--- config.mk ---
export PLATFORM = sky130hd
export DESIGN_NAME = serial_compare_sequencer
export DESIGN_NICKNAME = d
export VERILOG_FILES = /design/src/rtl/cmp_seq_pkg.sv /design/src/rtl/bit_serial_cmp_core.sv /design/src/rtl/serial_compare_sequencer.sv
export SDC_FILE = /design/constraint.sdc
export NUM_CORES = 1
export LEC_CHECK = 0
export ABC_AREA = 1
export CELL_PAD_IN_SITES_DETAIL_PLACEMENT = 1
export CELL_PAD_IN_SITES_GLOBAL_PLACEMENT = 2
export CORE_MARGIN = 1.5
export CORE_UTILIZATION = 31
export DETAILED_ROUTE_END_ITERATION = 10
export MAX_ROUTING_LAYER = met4
export PLACE_DENSITY_LB_ADDON = 0.1
export SYNTH_ARGS = -nofsm -noshare
export SYNTH_HDL_FRONTEND = slang
export SYNTH_SLANG_ARGS = --single-unit
--- constraint.sdc ---
create_clock -name clk -period 1.68 [get_ports clk]
set_input_delay 0.42 -clock clk [delete_from_list [all_inputs] [get_ports clk]]
set_output_delay 0.42 -clock clk [all_outputs]
set_load 0.005 [all_outputs]
--- src/rtl/cmp_seq_pkg.sv ---
// Shared definitions for the serial compare sequencer and its comparator core.
package cmp_seq_pkg;

    // Sequencer FSM encoding
    typedef enum logic [1:0] {
        IDLE  = 2'd0,
        SHIFT = 2'd1,
        DONE  = 2'd2
    } state_t;

    // One-hot result codes, ordered {L, E, G}
    localparam logic [2:0] RES_L = 3'b100;
    localparam logic [2:0] RES_E = 3'b010;
    localparam logic [2:0] RES_G = 3'b001;

endpackage

--- src/rtl/bit_serial_cmp_core.sv ---
// Bit-serial unsigned comparator core: the first differing bit pair decides
// the result, which stays sticky until the next clear.
module bit_serial_cmp_core (
    input  logic clk,
    input  logic rst,
    input  logic clr,
    input  logic bit_en,
    input  logic a,
    input  logic b,
    output logic decided,
    output logic lt,
    output logic gt
);

    logic decided_q, decided_d;
    logic lt_q, lt_d;
    logic gt_q, gt_d;

    // Next decision: clear wins, otherwise latch only the first difference seen
    always_comb begin
        decided_d = decided_q;
        lt_d      = lt_q;
        gt_d      = gt_q;
        if (clr) begin
            decided_d = 1'b0;
            lt_d      = 1'b0;
            gt_d      = 1'b0;
        end else if (bit_en && !decided_q && (a != b)) begin
            decided_d = 1'b1;
            lt_d      = b;
            gt_d      = a;
        end
    end

    // Decision registers with asynchronous active-low reset
    always_ff @(posedge clk or negedge rst) begin
        if (!rst) begin
            decided_q <= 1'b0;
            lt_q      <= 1'b0;
            gt_q      <= 1'b0;
        end else begin
            decided_q <= decided_d;
            lt_q      <= lt_d;
            gt_q      <= gt_d;
        end
    end

    assign decided = decided_q;
    assign lt      = lt_q;
    assign gt      = gt_q;

endmodule

--- src/rtl/serial_compare_sequencer.sv ---
// Captures two parallel operands and streams them MSB-first through the
// bit-serial comparator, publishing held L/E/G flags and a done pulse.
module serial_compare_sequencer
    import cmp_seq_pkg::*;
#(
    parameter int WIDTH      = 8,
    parameter int EARLY_EXIT = 1
) (
    input  logic                       clk,
    input  logic                       rst,
    input  logic                       start,
    input  logic                       abort,
    input  logic [WIDTH-1:0]           a_in,
    input  logic [WIDTH-1:0]           b_in,
    output logic                       busy,
    output logic                       done,
    output logic                       L,
    output logic                       E,
    output logic                       G,
    output logic [$clog2(WIDTH+1)-1:0] bits_used
);

    localparam int            CW      = $clog2(WIDTH + 1);
    localparam logic [CW-1:0] WIDTH_C = CW'(WIDTH);

    state_t          state_q, state_d;
    logic [WIDTH-1:0] sa_q, sa_d;
    logic [WIDTH-1:0] sb_q, sb_d;
    logic [CW-1:0]   cnt_q, cnt_d;
    logic            busy_q, busy_d;
    logic            done_q, done_d;
    logic [2:0]      res_q, res_d;
    logic [CW-1:0]   bits_used_q, bits_used_d;

    logic            core_clr;
    logic            core_bit_en;
    logic            core_decided;
    logic            core_lt;
    logic            core_gt;
    logic            diff_now;
    logic [2:0]      res_now;
    logic [CW-1:0]   consumed_now;

    bit_serial_cmp_core u_core (
        .clk     (clk),
        .rst     (rst),
        .clr     (core_clr),
        .bit_en  (core_bit_en),
        .a       (sa_q[WIDTH-1]),
        .b       (sb_q[WIDTH-1]),
        .decided (core_decided),
        .lt      (core_lt),
        .gt      (core_gt)
    );

    // Result as it would stand after consuming the bit currently at the MSB
    always_comb begin
        diff_now     = sa_q[WIDTH-1] ^ sb_q[WIDTH-1];
        consumed_now = WIDTH_C - cnt_q + CW'(1);
        res_now      = RES_E;
        if (core_decided) begin
            res_now = core_gt ? RES_G : (core_lt ? RES_L : RES_E);
        end else if (diff_now) begin
            res_now = sa_q[WIDTH-1] ? RES_G : RES_L;
        end
    end

    // FSM next-state, datapath updates and result publication
    always_comb begin
        state_d     = state_q;
        sa_d        = sa_q;
        sb_d        = sb_q;
        cnt_d       = cnt_q;
        busy_d      = busy_q;
        done_d      = 1'b0;
        res_d       = res_q;
        bits_used_d = bits_used_q;
        core_clr    = 1'b0;
        core_bit_en = 1'b0;
        case (state_q)
            IDLE, DONE: begin
                busy_d  = 1'b0;
                state_d = IDLE;
                if (start) begin
                    sa_d     = a_in;
                    sb_d     = b_in;
                    cnt_d    = WIDTH_C;
                    core_clr = 1'b1;
                    busy_d   = 1'b1;
                    state_d  = SHIFT;
                end
            end
            SHIFT: begin
                if (abort) begin
                    busy_d  = 1'b0;
                    state_d = IDLE;
                end else begin
                    core_bit_en = 1'b1;
                    sa_d        = sa_q << 1;
                    sb_d        = sb_q << 1;
                    cnt_d       = cnt_q - CW'(1);
                    if ((cnt_q == CW'(1)) ||
                        ((EARLY_EXIT != 0) && (core_decided || diff_now))) begin
                        res_d       = res_now;
                        bits_used_d = consumed_now;
                        done_d      = 1'b1;
                        busy_d      = 1'b0;
                        state_d     = DONE;
                    end
                end
            end
            default: begin
                busy_d  = 1'b0;
                state_d = IDLE;
            end
        endcase
    end

    // State, datapath and result registers with asynchronous active-low reset
    always_ff @(posedge clk or negedge rst) begin
        if (!rst) begin
            state_q     <= IDLE;
            sa_q        <= '0;
            sb_q        <= '0;
            cnt_q       <= '0;
            busy_q      <= 1'b0;
            done_q      <= 1'b0;
            res_q       <= 3'b000;
            bits_used_q <= '0;
        end else begin
            state_q     <= state_d;
            sa_q        <= sa_d;
            sb_q        <= sb_d;
            cnt_q       <= cnt_d;
            busy_q      <= busy_d;
            done_q      <= done_d;
            res_q       <= res_d;
            bits_used_q <= bits_used_d;
        end
    end

    assign busy      = busy_q;
    assign done      = done_q;
    assign L         = res_q[2];
    assign E         = res_q[1];
    assign G         = res_q[0];
    assign bits_used = bits_used_q;

endmodule

==> metrics.txt <==
largest net degree at the start of global routing=35; max-slew violation count=0; FMAX=roughly 640 MHz; Top delay family on crit path=buffers and inverters; Root Driver=clkbuf_8; Worst R2R Path Depth=8; post-route insts no fill=307; drt drc=0; WS Path Type=reg2out; hold_buf cts=0; #FFs+latches synth=34; Setup crit end kind=primary output; Clock transition at path regs=0.07 ns; hold slack=around 0.47 ns; hold endpoint=res_q[2]; Ports=29; measured slew at the worst slew-check pin=between 0.3 and 0.4 ns; wire per inst=~12 µm; Horiz. Die Dim=between 70 and 80 µm; H-tree depth=2; Cells after Synth=200; # diodes=0; max incr delay on CP=just over 0.5 ns; Critical Path Source=bits_used[0]; final setup vio count=0; clk buf depth=2; synth warn=0; count of cell types in the netlist=22; die area=5980 µm²; # resized after CTS=0; RSZ-0062 raised after global routing=no; EDFF count, synth=0; Starting Density=32.9%; Synth Flop Type=dfrtp_1; CP Buf/Inv Count=1; global placement routability congestion=between 0.8 and 0.9; first-pass GRT wire length=6450 µm; crit-path cells=clkdlybuf4s50_1; total number of vias=roughly 1400; Mean Syn Cell Area=between 8 and 9 µm²; net count after synthesis=~230; Tcrit/Tclk final=around 93%; highest net fanout along the worst path=2; final hold viol count=0; Slew headroom=about three quarters; CP Launch Type=flop; Die Span Y=between 70 and 80 µm; register area=~850 µm²; max_cap viols=0; share of cells above drive strength 1=about an eighth; capturing point of the worst reg2reg path=bits_used[1]; Critical-path top delay cell=clkdlybuf4s50_1; Synth async-reset ratio=100%; area of the multi-input gates=roughly 670 µm²; Post-Route WL=between 3000 and 4000 µm; status=finished clean; IO Port Bufs=28; CTS tree=done; First-pass DRT Iterations=4; placed cells=between 200 and 300; nets@finish=~260; vias per cell=roughly 4.5; reg-to-reg critical path startpoint=sb_q[7]; worst min path class=reg2reg; Seq/Total Area, Yosys=around 50%; Reg2Reg Setup Slack=between 0.15 and 0.2 ns; Core Area=~5200 µm²; Req. time, crit path=1.26 ns; clock latency on the worst-skew pair=about 0.28 ns; num rows=26; Setup Buffers After CTS=0; Mapped Area=about 1700 µm²; clk_skew=around 0.0069 ns; antenna-violating nets left=0; VDD IR max=between 0.5 and 0.6 mV; WHS Path Cells=2; vias in the first global route=around 1400; pwr dens=between 1500 and 2000 nW/µm²; final worst path period need=roughly 1.6 ns; GR Overflow Total=0; Fill cells=around 630; CTS buffer count=5; DP Wirelength=around 2700 µm; Total GRT Usage=14.0%; min-delay src=res_q[2]; TritonCTS Sinks=34; Area Overhead vs Synth=27.2%; Pleak=1.07 nW; 1st-iter DRT viols=39; antenna violations before repair=0; crit path DAT=between 1 and 1.5 ns
[registers in the layout (all words and copies together), names as in the netlist]
name,count
done,1
res_q,3
busy,1
sa_q,8
cnt_q,4
u_core.decided,1
bits_used,4
state_q,2
u_core.gt,1
u_core.lt,1
sb_q,8
[logic make-up after synthesis]
group / after synthesis / synth area share, %
flip-flops: 34 / 49.6
AO/OA/AOI/OAI: 37 / 12.3
AND/OR/NAND/NOR: 85 / 22.0
XOR/XNOR: 1 / 0.511
buffers and inverters: 37 / 11.2
adder cells (fa/ha/maj): 6 / 4.38
[cells in the mapped netlist (2+ instances only)]
library cell | n | area share, %
inv_1 | 28 | 6.1
inv_2 | 2 | 0.44
o21ai_1 | 23 | 6.7
dfrtp_1 | 34 | 50
nand3_1 | 14 | 4.1
buf_6 | 5 | 3.3
nand4_1 | 4 | 1.5
ha_1 | 6 | 4.4
nand2_1 | 56 | 12
nand2_2 | 5 | 1.8
o21ai_0 | 5 | 1.5
o21ai_2 | 6 | 3.1
nor2_1 | 3 | 0.66
[worst max-delay path by stage]
stage                         endpoint  slack (ns)  cells past startpoint
final                     bits_used[0]        0.11                      1
after global routing          res_q[1]        0.02                      8
after CTS                 bits_used[2]         0.1                      1
after detailed placement       sb_q[5]       -0.03                      6
after global placement         sa_q[7]       -0.01                      6
after floorplan           bits_used[0]        0.35                      8
[placed cells by master, fill, tap and decap left out]
cell / count
nand2_1: 56
nand2_4: 1
nor2_4: 1
nand4_1: 4
nand2_2: 5
inv_2: 2
clkinv_2: 1
buf_12: 2
nor2_2: 1
dfrtp_1: 34
nand3_1: 14
clkbuf_8: 6
o22ai_1: 1
a21oi_1: 1
o21ai_0: 5
o21ai_2: 6
clkbuf_1: 1
clkdlybuf4s50_1: 28
ha_1: 6
buf_4: 6
inv_1: 28
a21boi_0: 1
o21ai_1: 23
nor2_1: 3
xor2_1: 1
[metrics by stage]
| stage | TNS (ns) | worst slack [ns] | utilization, % | total power [W] | area [µm²] |
|---|---|---|---|---|---|
| 2_1_floorplan | 0 | 0.347 | - | 0.00257 | 1710 |
| 3_3_place_gp | -0.0312 | -0.0111 | 40.1 | 0.00299 | 2090 |
| 3_5_place_dp | -0.285 | -0.0315 | 40.1 | 0.00308 | 2090 |
| 4_1_cts | 0 | 0.0991 | 41.9 | 0.00372 | 2180 |
| 5_1_grt | 0 | 0.0230 | 41.9 | 0.00401 | 2180 |
| 6_report | 0 | 0.115 | 41.9 | 0.00364 | 2180 |
[report_power, final]
| part | switching, W | internal [W] |
|---|---|---|
| logic | 0.000995 | 0.000702 |
| clock network | 0.000290 | 0.000331 |
| registers | 0.000165 | 0.00116 |
| total | 0.00145 | 0.00219 |
[layout make-up]
class | instances | share of cell area, %
Clock buffer | 7 | 3.96
Clock inverter | 1 | 0.230
Inverter | 30 | 5.17
Multi-Input combinational cell | 129 | 30.8
Sequential cell | 34 | 39.0
Tap cell | 70 | 4.02
Timing Repair Buffer | 36 | 16.8
[metal layers]
metal / wire (µm) / track usage (%) / part of all wire (%)
met1: 1620 / 15.5 / 44
met2: 1850 / 24.3 / 50
met4: 46 / 4.36 / 1.2
met3: 163 / 3.88 / 4.4
met5: 0 / - / 0
(Power assumes the default switching activity.)
